--- src/rtl/dp_seq_pkg.sv ---
// Shared encodings for the datapath sequencer: FSM states, instruction
// classes, sub-operations, write-back source selects and routing helpers.
package dp_seq_pkg;

  typedef enum logic [2:0] {
    S_WAIT      = 3'd0,
    S_DECODE    = 3'd1,
    S_GET_A     = 3'd2,
    S_GET_B     = 3'd3,
    S_ALU       = 3'd4,
    S_CMP       = 3'd5,
    S_WRITE_C   = 3'd6,
    S_WRITE_IMM = 3'd7
  } state_t;

  localparam logic [2:0] OPC_MOV = 3'b110;
  localparam logic [2:0] OPC_ALU = 3'b101;

  localparam logic [1:0] OP_MOV_REG = 2'b00;
  localparam logic [1:0] OP_MOV_IMM = 2'b10;
  localparam logic [1:0] OP_ADD     = 2'b00;
  localparam logic [1:0] OP_CMP     = 2'b01;
  localparam logic [1:0] OP_AND     = 2'b10;
  localparam logic [1:0] OP_MVN     = 2'b11;

  localparam logic [1:0] VSEL_C   = 2'b00;
  localparam logic [1:0] VSEL_IMM = 2'b10;

  // First state after DECODE; S_WAIT doubles as the undefined-instruction exit.
  function automatic state_t decode_route(input logic [2:0] opcode, input logic [1:0] op);
    state_t nxt;
    nxt = S_WAIT;
    if (opcode == OPC_MOV) begin
      if (op == OP_MOV_IMM)      nxt = S_WRITE_IMM;
      else if (op == OP_MOV_REG) nxt = S_GET_B;
    end else if (opcode == OPC_ALU) begin
      if (op == OP_MVN) nxt = S_GET_B;
      else              nxt = S_GET_A;
    end
    return nxt;
  endfunction

  function automatic logic is_legal(input logic [2:0] opcode, input logic [1:0] op);
    return decode_route(opcode, op) != S_WAIT;
  endfunction

  // MOV reg and MVN pass only the B operand through the ALU, so A is forced to 0.
  function automatic logic a_is_zero(input logic [2:0] opcode, input logic [1:0] op);
    return ((opcode == OPC_MOV) && (op == OP_MOV_REG)) ||
           ((opcode == OPC_ALU) && (op == OP_MVN));
  endfunction

  function automatic logic is_cmp(input logic [2:0] opcode, input logic [1:0] op);
    return (opcode == OPC_ALU) && (op == OP_CMP);
  endfunction

endpackage

--- src/rtl/datapath_sequencer.sv ---
// Moore controller that steps a register-file/ALU datapath through one
// instruction at a time; outputs depend only on state and latched fields.
module datapath_sequencer
  import dp_seq_pkg::*;
#(
  parameter int RW = 3
) (
  input  logic          clk,
  input  logic          rst_n,
  input  logic          s,
  input  logic [2:0]    opcode,
  input  logic [1:0]    op,
  input  logic [RW-1:0] rn,
  input  logic [RW-1:0] rd,
  input  logic [RW-1:0] rm,
  output logic          w,
  output logic [RW-1:0] readnum,
  output logic [RW-1:0] writenum,
  output logic          loada,
  output logic          loadb,
  output logic          loadc,
  output logic          loads,
  output logic          write,
  output logic          asel,
  output logic          bsel,
  output logic [1:0]    vsel,
  output logic          illegal
);

  state_t        r_state;
  state_t        w_state_next;
  logic [2:0]    r_opcode;
  logic [1:0]    r_op;
  logic [RW-1:0] r_rn;
  logic [RW-1:0] r_rd;
  logic [RW-1:0] r_rm;
  logic          w_start;

  assign w_start = (r_state == S_WAIT) && s;

  always_ff @(posedge clk or negedge rst_n) begin
    if (!rst_n) begin
      r_state  <= S_WAIT;
      r_opcode <= '0;
      r_op     <= '0;
      r_rn     <= '0;
      r_rd     <= '0;
      r_rm     <= '0;
    end else begin
      r_state <= w_state_next;
      // Fields are captured only on acceptance so later input changes are harmless.
      if (w_start) begin
        r_opcode <= opcode;
        r_op     <= op;
        r_rn     <= rn;
        r_rd     <= rd;
        r_rm     <= rm;
      end
    end
  end

  always_comb begin
    w_state_next = r_state;
    w        = 1'b0;
    readnum  = '0;
    writenum = '0;
    loada    = 1'b0;
    loadb    = 1'b0;
    loadc    = 1'b0;
    loads    = 1'b0;
    write    = 1'b0;
    asel     = 1'b0;
    bsel     = 1'b0;
    vsel     = VSEL_C;
    illegal  = 1'b0;

    unique case (r_state)
      S_WAIT: begin
        w = 1'b1;
        if (s) w_state_next = S_DECODE;
      end
      S_DECODE: begin
        illegal      = !is_legal(r_opcode, r_op);
        w_state_next = decode_route(r_opcode, r_op);
      end
      S_GET_A: begin
        readnum      = r_rn;
        loada        = 1'b1;
        w_state_next = S_GET_B;
      end
      S_GET_B: begin
        readnum      = r_rm;
        loadb        = 1'b1;
        w_state_next = is_cmp(r_opcode, r_op) ? S_CMP : S_ALU;
      end
      S_ALU: begin
        loadc        = 1'b1;
        asel         = a_is_zero(r_opcode, r_op);
        w_state_next = S_WRITE_C;
      end
      S_CMP: begin
        loads        = 1'b1;
        w_state_next = S_WAIT;
      end
      S_WRITE_C: begin
        write        = 1'b1;
        writenum     = r_rd;
        vsel         = VSEL_C;
        w_state_next = S_WAIT;
      end
      S_WRITE_IMM: begin
        write        = 1'b1;
        writenum     = r_rn;
        vsel         = VSEL_IMM;
        w_state_next = S_WAIT;
      end
      default: w_state_next = S_WAIT;
    endcase
  end

endmodule

--- config.mk ---
export PLATFORM = sky130hd
export DESIGN_NAME = datapath_sequencer
export DESIGN_NICKNAME = d
export VERILOG_FILES = /design/src/rtl/dp_seq_pkg.sv /design/src/rtl/datapath_sequencer.sv
export SDC_FILE = /design/constraint.sdc
export NUM_CORES = 1
export LEC_CHECK = 0
export CORE_MARGIN = 2
export CORE_UTILIZATION = 50
export CTS_BUF_LIST = sky130_fd_sc_hd__clkbuf_4
export DETAILED_ROUTE_END_ITERATION = 16
export DONT_BUFFER_PORTS = 1
export GPL_TIMING_DRIVEN = 0
export SYNTH_ARGS = -nofsm -noshare
export SYNTH_HDL_FRONTEND = slang
export SYNTH_SLANG_ARGS = --single-unit
--- constraint.sdc ---
create_clock -name clk -period 1.9 [get_ports clk]
set_input_delay 0.095 -clock clk [delete_from_list [all_inputs] [get_ports clk]]
set_output_delay 0.095 -clock clk [all_outputs]
set_load 0.01 [all_outputs]
======== After elaboration in Yosys (flattened, before gate mapping) ========
Index checks and enable logic that the tools add are counted.
Widths: inputs -> output; s select.
storage, ports and cells
  flip-flop bits (word level) ............. 17
  bits in latches ......................... 0
  memory bits (writable) .................. 0
  bits in read-only memories .............. 0
  output and inout bits ................... 17
  logic and storage cells ................. 50
  memories ................................ 0
cells by class
  $add $sub $neg .......................... 0
  $mul .................................... 0
  divide/modulo/power cells ............... 0
  $lt $le $gt $ge ......................... 0
  equal/unequal tests ..................... 13
  shift operators ......................... 0
  mux-type cells .......................... 20
  bitwise operators ....................... 0
  reduce and logical (&&, ||, !) cells .... 11
operators by type and width
  kind                number
  $eq 3x3->1 const B  6
  $pmux 3 s6          1
  $mux 3              5
  $pmux 3 s2          2
  $mux 1              10
  $eq 3x2->1 const B  2
  $eq 2x2->1 const B  2
  $logic_and 1x1->1   4
  $mux 2              2
  $eq 3x1->1 const B  1
  $logic_not 3->1     1
  $reduce_bool 3->1   1
  $reduce_or 3->1     1
  $eq 2x1->1 const B  1
  $logic_not 2->1     1
  $ne 2x2->1 const B  1
  $reduce_or 2->1     1
  $logic_not 1->1     1
  $logic_or 1x1->1    1

======== Longest topological paths before layout ========
  word-level depth ........................ 8
  depth in mapped cells ................... 6
  depth with buffers taken out ............ 3

======== Least setup slack after synthesis ========
OpenSTA, ideal clock, no wires.
  kind .................................... reg2reg
  from .................................... register r_state[2]
  to ...................................... register r_op[0]
  setup time .............................. 0.125 ns
  arrival time ............................ 1.472 ns
  required time ........................... 1.775 ns
  path slack .............................. 0.302 ns
  cell stages (with the launch flop) ...... 7
  path buffers ............................ 3
  cell sequence ........................... dfrtp_1 buf_2 nor3_2 and2_1 buf_6 buf_8 mux2_4
on the way
  cells in the longest elaborated chain, start to end .. 2
RTL lines
  item                      line                      RTL
  start: declaration        datapath_sequencer.sv:30  state_t r_state;
  start signal: assignment  datapath_sequencer.sv:50  r_state <= w_state_next;
  $logic_not 3->1           datapath_sequencer.sv:39  assign w_start = (r_state == S_WAIT) && s;
  $logic_and 1x1->1         datapath_sequencer.sv:39
  end signal: assignment    datapath_sequencer.sv:54  r_op <= op;
  end: declaration          datapath_sequencer.sv:33  logic [1:0] r_op;
No other way between the ends.
A chain may end at the register's enable or synchronous reset.

======== Final worst setup path ========
  from .................................... register r_state[2]
  to ...................................... register r_rm[2]
on the way
  cells in the longest elaborated chain, start to end .. 2
RTL lines
  item                    line                      RTL
  $logic_not 3->1         datapath_sequencer.sv:39
  $logic_and 1x1->1       datapath_sequencer.sv:39
  end signal: assignment  datapath_sequencer.sv:57  r_rm <= rm;
  end: declaration        datapath_sequencer.sv:36  logic [RW-1:0] r_rm;
No other way between the ends.

==> flow_summary.yaml <==
pwr:
  power_leakage_nw: 0.528
  ir_drop_mv: 0.826
  powerDensity_nw_per_um2: 1490
setup_path:
  cp.arrival_ns: 1.88
  critical_path_required_ns: 2.07
  startpoint: "r_state[2]"
  end_kind: "register"
  criticalPathCategory: "reg2reg"
  r2r_start: "r_state[2]"
  r2r_slack_ns: 0.18
  worst-path-max-fanout: 10
  critical_path.startpoint_type: "register"
global_route:
  track_usage_pct: 18.7
  grt_pass1_vias: 622
  antenna_found_initial: 0
  grt_pass1_wl_mm: 2.83
  grt_max_degree: 18
  grt-ovfl-total: 0
layout:
  mostFrequentLayoutCells: "dfrtp_1 (17), dlygate4sd3_1 (16), nor2_1 (10), mux2_4 (10), mux2i_1 (6)"
  syn_to_final_growth_pct: 23.6
  utilization_pct: 66.9
  finalNonFillerCells: 126
  diodes: 0
  design_area_um2: 1170
  fill_cells: 147
  drive_gt1_share_pct: 20.8
  mostFrequentLayoutCell: "dfrtp_1"
  nets: 119
clock_tree:
  clock_latency_ns: 0.28
  cts_tree: "built"
  htreeDepth: 1
  clockBufferDepth: 2
  cts_setup_buffers: 0
  clkTransAtPathRegs_ns: 0.10
  cts_buffers: 3
  clock_sinks: 17
  root_buffer: "clkbuf_4"
synthesis:
  synth_area_um2: 945
  ys_types: 29
  synth_edf_count: 0
  async_reset_ff_share_pct: 100
  yosys.area.top_type: "dfrtp_1"
  seq_area_frac_synth_pct: 45.0
  synth_ff_type: "dfrtp_1"
  ys_ff_latch: 17
  synth.avg_cell_area_um2: 11.8
  synthCells: 80
  synth.area.top_cells: "dfrtp_1 (45%), mux2_4 (16%), mux2i_1 (6.4%)"
  yosys_warnings: 0
  synth.top_cell.area_share_pct: 45.0
die:
  ios: 34
  rows: 15
  start_util_pct: 54.1
  dieHeight_um: 47.5
  core_area_um2: 1750
  die_x_um: 47.5
  die-area_um2: 2250
sta:
  tns_ns: 0
  setup_viol: 0
  fmax_mhz: 582
  worst_pin_slew_ns: 0.728
  hold_violations: 0
  slew_headroom_pct: 51.3
  rsz0062_at_grt: "false"
  fin_crit_ns: 1.72
  drv_slew: 0
  fin_skew_ns: 0.00972
  period_share_pct: 90.4
  worst_slack_ns: 0.183
placement:
  placedCellCount: 106
  place_congestion: 0.754
  portBuffers: 0
  placed_cell_area_um2: 980
  place_ws_ns: 0.194
  hpwlAfterDp_mm: 1.25
routing:
  firstDrtPassIters: 4
  routed_wl_mm: 1.78
  vias: 669
  drc: 0
  routed_via_density: 5.31
  drtIter0Drc: 10
  detail-route-antenna-nets: 0
  wl_per_cell_um: 14.2
min_path:
  hp-start: "s"
  hold_path.class: "in2reg"
run:
  cap_viol_max_count: 0
status:
  status: "finished, final reports clean"
[cell families after synthesis]
group	Yosys count	synth area share, %
multiplexers	20	27.0
other	1	0.397
flip-flops	17	45.0
AND/OR/NAND/NOR	25	15.0
AO/OA/AOI/OAI	8	5.96
buffers and inverters	9	6.62
[per-layer routing]
metal  up-vias  part of all wire [%]  global-route usage, %
met2        27                    44                   28.9
met1       318                    50                   25.5
li1        322                     -                      -
met4         0                   1.1                   10.0
met5         -                     0                      0
met3         2                   4.9                   2.64
[through the flow]
step                      hold slack, ns  power, W
final                              0.215   0.00174
after global routing               0.212   0.00187
after CTS                          0.207   0.00176
after detailed placement          -0.200   0.00153
after global placement            -0.200   0.00151
after floorplan                   -0.201   0.00139
[state kept, by name, indices dropped and copies added (netlist names)]
register	cells
r_op	2
r_opcode	3
r_rd	3
r_rm	3
r_rn	3
r_state	3
[worst max-delay path, stage by stage, from the launching register on]
cell     delay (ns)
dfrtp_1        0.36
buf_2          0.16
nor3_2         0.29
and2_1         0.19
buf_6          0.13
buf_8          0.16
mux2_4         0.31
[layout make-up]
type / count / area [µm²] / share of cell area, %
flip-flops and latches: 17 / 425 / 36.4
multi-input cells: 55 / 460 / 39.4
inverters: 3 / 11.3 / 0.965
well taps: 25 / 31.3 / 2.68
repair buffers: 16 / 160 / 13.7
clock buffers: 3 / 22.5 / 1.93
plain buffers: 6 / 51.3 / 4.39
clock inverters: 1 / 5.00 / 0.429
[repair_timing]
action                     4_1_cts  5_1_grt
setup endpoints to repair        0        0
hold buffers                    16        0
resized for setup                0        0
hold endpoints to repair        32        0
[worst paths after layout]
path | cells after the start | endpoint
worst max-delay path | 6 | r_rm[2]
worst max register to register | 6 | r_rm[2]
max in group asynchronous | 1 | r_state[1]
worst min register to register | 1 | r_rd[0]
min in group asynchronous | 1 | r_rn[2]
worst min-delay path | 3 | r_rd[0]
[power breakdown]
group | internal [W] | total [W] | switching [W]
clock network | 0.0000781 | 0.000183 | 0.000105
registers | 0.000545 | 0.000710 | 0.000165
logic | 0.000465 | 0.000842 | 0.000377
[synthesized netlist by cell type, drive strengths merged, types with 2 or more instances]
cell type / instances
nand3b: 2
buf: 6
inv: 3
nor2: 10
a21oi: 2
mux2: 14
nor2b: 2
nor3b: 2
mux2i: 6
nand2: 2
dfrtp: 17
Power figures use the tool's default switching activity.
